[config.mk]
export PLATFORM = sky130hd
export DESIGN_NAME = led_mode_controller
export DESIGN_NICKNAME = d
export VERILOG_FILES = /design/src/rtl/led_mode_pkg.sv /design/src/rtl/led_mode_controller_blink_timer.sv /design/src/rtl/led_mode_controller.sv
export SDC_FILE = /design/constraint.sdc
export NUM_CORES = 1
export LEC_CHECK = 0
export CORE_MARGIN = 2
export CORE_UTILIZATION = 40
export DETAILED_ROUTE_END_ITERATION = 12
export GPL_TIMING_DRIVEN = 1
export SETUP_SLACK_MARGIN = 0.3
export SLEW_MARGIN = 20
export SYNTH_ARGS = -nofsm -noshare
export SYNTH_HDL_FRONTEND = slang
export SYNTH_SLANG_ARGS = --single-unit
[constraint.sdc]
create_clock -name clock -period 5.8 [get_ports clock]
set_clock_uncertainty 0.1 [all_clocks]
set_input_delay 0.87 -clock clock [delete_from_list [all_inputs] [get_ports clock]]
set_output_delay 0.87 -clock clock [all_outputs]
set_load 0.01 [all_outputs]
[src/rtl/led_mode_pkg.sv]
// led_mode_pkg: mode encoding, default blink half-periods and mode-step helpers for led_mode_controller
package led_mode_pkg;
   typedef enum logic [1:0] {
      MODE_OFF  = 2'd0,
      MODE_ON   = 2'd1,
      MODE_SLOW = 2'd2,
      MODE_FAST = 2'd3
   } led_mode_t;
   localparam int DEFAULT_SLOW_HALF_PERIOD = 12_500_000;
   localparam int DEFAULT_FAST_HALF_PERIOD = 2_500_000;
   function automatic led_mode_t next_mode(input led_mode_t m);
      return led_mode_t'(m + 2'd1);
   endfunction
   function automatic logic is_blink(input led_mode_t m);
      return m == MODE_SLOW || m == MODE_FAST;
   endfunction
endpackage

[src/rtl/led_mode_controller_blink_timer.sv]
// blink_timer: half-period counter that pulses tick on its last count and restarts from 0
module blink_timer #(
   parameter int W = 2
) (
   input  logic         clock,
   input  logic         reset,
   input  logic         clear,
   input  logic         enable,
   input  logic [W:0]   half_period,
   output logic         tick
);
   logic [W-1:0] count_q, count_d;
   always_comb begin
      tick    = enable && ({1'b0, count_q} == half_period - 1'b1);
      count_d = (clear || !enable || tick) ? '0 : count_q + 1'b1;
   end
   always_ff @(posedge clock or posedge reset)
      if (reset) count_q <= '0;
      else       count_q <= count_d;
endmodule

[src/rtl/led_mode_controller.sv]
// led_mode_controller: press-driven off/on/slow/fast LED mode cycle; LED_MODE_PRESS_EDGE_EN accepts only rising press levels
module led_mode_controller
   import led_mode_pkg::*;
#(
   parameter int SLOW_HALF_PERIOD = DEFAULT_SLOW_HALF_PERIOD,
   parameter int FAST_HALF_PERIOD = DEFAULT_FAST_HALF_PERIOD
) (
   input  logic      clock,
   input  logic      reset,
   input  logic      press,
   output logic      led,
   output led_mode_t mode
);
   localparam int TW = $clog2(SLOW_HALF_PERIOD);
   localparam logic [TW:0] SLOW_HP = (TW+1)'(SLOW_HALF_PERIOD);
   localparam logic [TW:0] FAST_HP = (TW+1)'(FAST_HALF_PERIOD);
   led_mode_t   mode_q, mode_d;
   logic        led_q, led_d, accept, tick, blink_en;
   logic [TW:0] half_period;
`ifdef LED_MODE_PRESS_EDGE_EN
   logic press_prev_q, press_prev_d;
   always_comb begin
      press_prev_d = press;
      accept       = press && !press_prev_q;
   end
   always_ff @(posedge clock or posedge reset)
      if (reset) press_prev_q <= 1'b0;
      else       press_prev_q <= press_prev_d;
`else
   always_comb accept = press;
`endif
   // a press on the wrap cycle wins: entry forces led high and drops the toggle
   always_comb begin
      mode_d      = accept ? next_mode(mode_q) : mode_q;
      led_d       = accept ? (mode_d != MODE_OFF) : (tick ? !led_q : led_q);
      blink_en    = is_blink(mode_q);
      half_period = mode_q == MODE_FAST ? FAST_HP : SLOW_HP;
   end
   always_ff @(posedge clock or posedge reset)
      if (reset) begin
         mode_q <= MODE_OFF;
         led_q  <= 1'b0;
      end else begin
         mode_q <= mode_d;
         led_q  <= led_d;
      end
   blink_timer #(.W(TW)) u_timer (
      .clock       (clock),
      .reset       (reset),
      .clear       (accept),
      .enable      (blink_en),
      .half_period (half_period),
      .tick        (tick)
   );
   assign led  = led_q;
   assign mode = mode_q;
endmodule

==> flow_summary.yaml <==
cts:
  tritoncts: "done"
  cts_setup_buffers: 0
  clk_latency_ns: 0.31
  cts_buffer_depth: 2
  postCtsHoldBufs: 0
  path_clk_slew_ns: 0.14
  cts_buffers: 3
  post_cts_resized: 0
  cts.htree.levels: 1
  cts_sinks: 27
  clockRootBuffer: "clkbuf_4"
route:
  drc: 0
  route.detailed.wl_per_inst_um: 12.5
  dr.pass1.iters: 4
  via_count: 1008
  viasPerCell: 5.14
  ant_nets: 0
  drt_iter0_markers: 44
  routed_wl_um: 2460
worst_hold_path:
  hp-start: "u_timer.count_q[0]"
  hold_path_end: "u_timer.count_q[0]"
  whs_path_depth: 1
  hold_path.class: "flip-flop to flip-flop"
critical_path:
  reg2reg_from: "mode[0]"
  cp_slowest_cell: "clkdlybuf4s50_1"
  critical_path.max_fanout: 5
  critPathKind: "flip-flop to primary output"
  crit_path_end_kind: "primary output"
  r2r_setup_slack_ns: 3.75
  critPathTopFamily: "buffers and inverters"
  path_buf_inv: 1
  cp_slowest_stage_delay_ns: 0.56
  r2r_cells: 5
  critical_path_required_ns: 4.83
  arrival_ns: 1.33
  timing.rr.end: "u_timer.count_q[9]"
  crit_chain: "clkdlybuf4s50_1"
  start_kind: "flip-flop"
sta:
  fin_ws_ns: 3.50
  setup_violations: 0
  layout_min_cycle_time_ns: 2.30
  fmax_mhz: 435
  worst_pin_slew_ns: 0.613
  grt_setup_unrepaired: "no"
  hold_violations: 0
  slew_headroom_pct: 58.9
  period_share_pct: 39.7
  slew_violations: 0
  tns_ns: 0
finish:
  final_nets: 157
  drive_gt1_share_pct: 5.33
  syn_to_final_growth_pct: 7.65
  utilization_pct: 45.0
  antennaDiodeCount: 0
global_route:
  grt_pass1_wl_um: 4350
  grt_antenna_before_repair: 0
  grt_pass1_vias: 982
  overflow: 0
  grt_util_all_layers_pct: 13.5
  grt_start_max_net_pins: 28
pwr:
  ir_drop_mv: 0.115
  leakagePower_nw: 0.605
  power_per_cell_area_nw_per_um2: 266
synth:
  synth_area_um2: 1410
  synth_seq_cells: 27
  synthCells: 144
  synth_top_cell_area_share_pct: 48.0
  yosys_warnings: 0
  synth_area_leaders: "dfrtp_1, xor2_1, nor2_1"
  synth_top_area_cell: "dfrtp_1"
  seq_area_frac_synth_pct: 48.0
  synth_fp_nets: 150
  synth_cell_types: 29
  postSynthAreaPerCell_um2: 9.77
floorplanning:
  core.rowCount: 21
  start_util_pct: 41.8
  boundaryPins: 6
  die-width_um: 63.3
  die_h_um: 63.3
  dieArea_um2: 4010
  coreArea_um2: 3360
placed_design:
  gp_congestion: 0.778
  port_buffers: 5
  dp_hpwl_um: 1740
  pre_cts_slack_ns: 3.53
status:
  status: "complete, no violations"
run:
  maxCapViolations: 0
## stage by stage
step,hold WS (ns),power [W],cell area [µm²],instances
after floorplan,0.350,0.000302,1410,144
after global placement,0.378,0.000329,1490,192
after detailed placement,0.385,0.000331,1490,192
after CTS,0.406,0.000413,1510,196
after global routing,0.430,0.000436,1510,196
final,0.405,0.000403,1510,196
## cells in the final DEF (no fill, tap or decap), drive strengths merged
cell type | Yosys | layout
and3 | 4 | 4
nand4 | 7 | 7
and4b | 1 | 1
nor4 | 2 | 2
nand3 | 15 | 15
nor3b | 2 | 2
o31ai | 1 | 1
inv | 5 | 5
xor2 | 15 | 15
clkbuf | 1 | 4
ha | 3 | 3
nand4b | 1 | 1
dfrtp | 27 | 27
and4 | 1 | 1
o21bai | 1 | 1
or3 | 1 | 1
nor3 | 6 | 6
nor2b | 1 | 1
xnor2 | 8 | 8
mux2i | 1 | 1
nand2 | 7 | 7
a31oi | 1 | 1
a21o | 1 | 1
nor2 | 28 | 28
clkdlybuf4s50 | 0 | 5
or4 | 1 | 1
a21oi | 1 | 1
## worst max-delay path by stage
stage	start	endpoint	slack [ns]	cells after the start
floorplan	mode[0]	u_timer.count_q[16]	3.86	6
global placement	reset	u_timer.count_q[19]	3.59	2
detailed placement	press	u_timer.count_q[13]	3.53	4
CTS	mode[0]	mode[0]	3.47	1
global route	mode[0]	mode[0]	3.40	1
finish	mode[0]	mode[0]	3.50	1
## power by group
group	internal (W)	switching, W
registers	0.000204	0.0000172
clock network	0.0000269	0.0000515
logic	0.0000472	0.0000565
## final cells by class
class	instances	area, µm²
Clock buffer	4	26.3
Fill cell	346	1850
Inverter	5	18.8
Multi-Input combinational cell	109	686
Sequential cell	27	676
Tap cell	46	57.6
Timing Repair Buffer	5	50.0
## cell families (layout without fill, tap and decap cells)
family | count (synthesis) | count (layout) | share of synthesized area [%]
xor+xnor | 23 | 23 | 14.3
flops | 27 | 27 | 48.0
mux | 1 | 1 | 0.712
compound gates | 5 | 5 | 3.20
buf+inv | 8 | 14 | 3.20
fa+ha+maj | 3 | 3 | 2.67
simple gates | 77 | 77 | 27.8
## routing by layer
metal  share of wire (%)  track usage (%)  up-vias
met5                   0                0        -
li1                    -                -      502
met2                  46             20.9       14
met4                 1.4             6.52        0
met1                  50             18.7      488
met3                 2.8             1.61        4
## synth_stat cells
cell	number
a21o_4	1
a21oi_2	1
a31oi_1	1
and3_1	4
and4_1	1
and4b_1	1
buf_6	2
clkbuf_1	1
dfrtp_1	27
ha_1	3
inv_1	5
mux2i_1	1
nand2_1	7
nand3_1	15
nand4_1	7
nand4b_1	1
nor2_1	28
nor2b_1	1
nor3_1	5
nor3_2	1
nor3b_1	2
nor4_1	1
nor4_2	1
o21bai_1	1
o31ai_1	1
or3_1	1
or4_1	1
xnor2_1	8
xor2_1	15
## sequential cells by signal, indices dropped and copies added, names as in the netlist
name,flops
u_timer.count_q,24
mode,2
led,1
(Power assumes the default switching activity.)
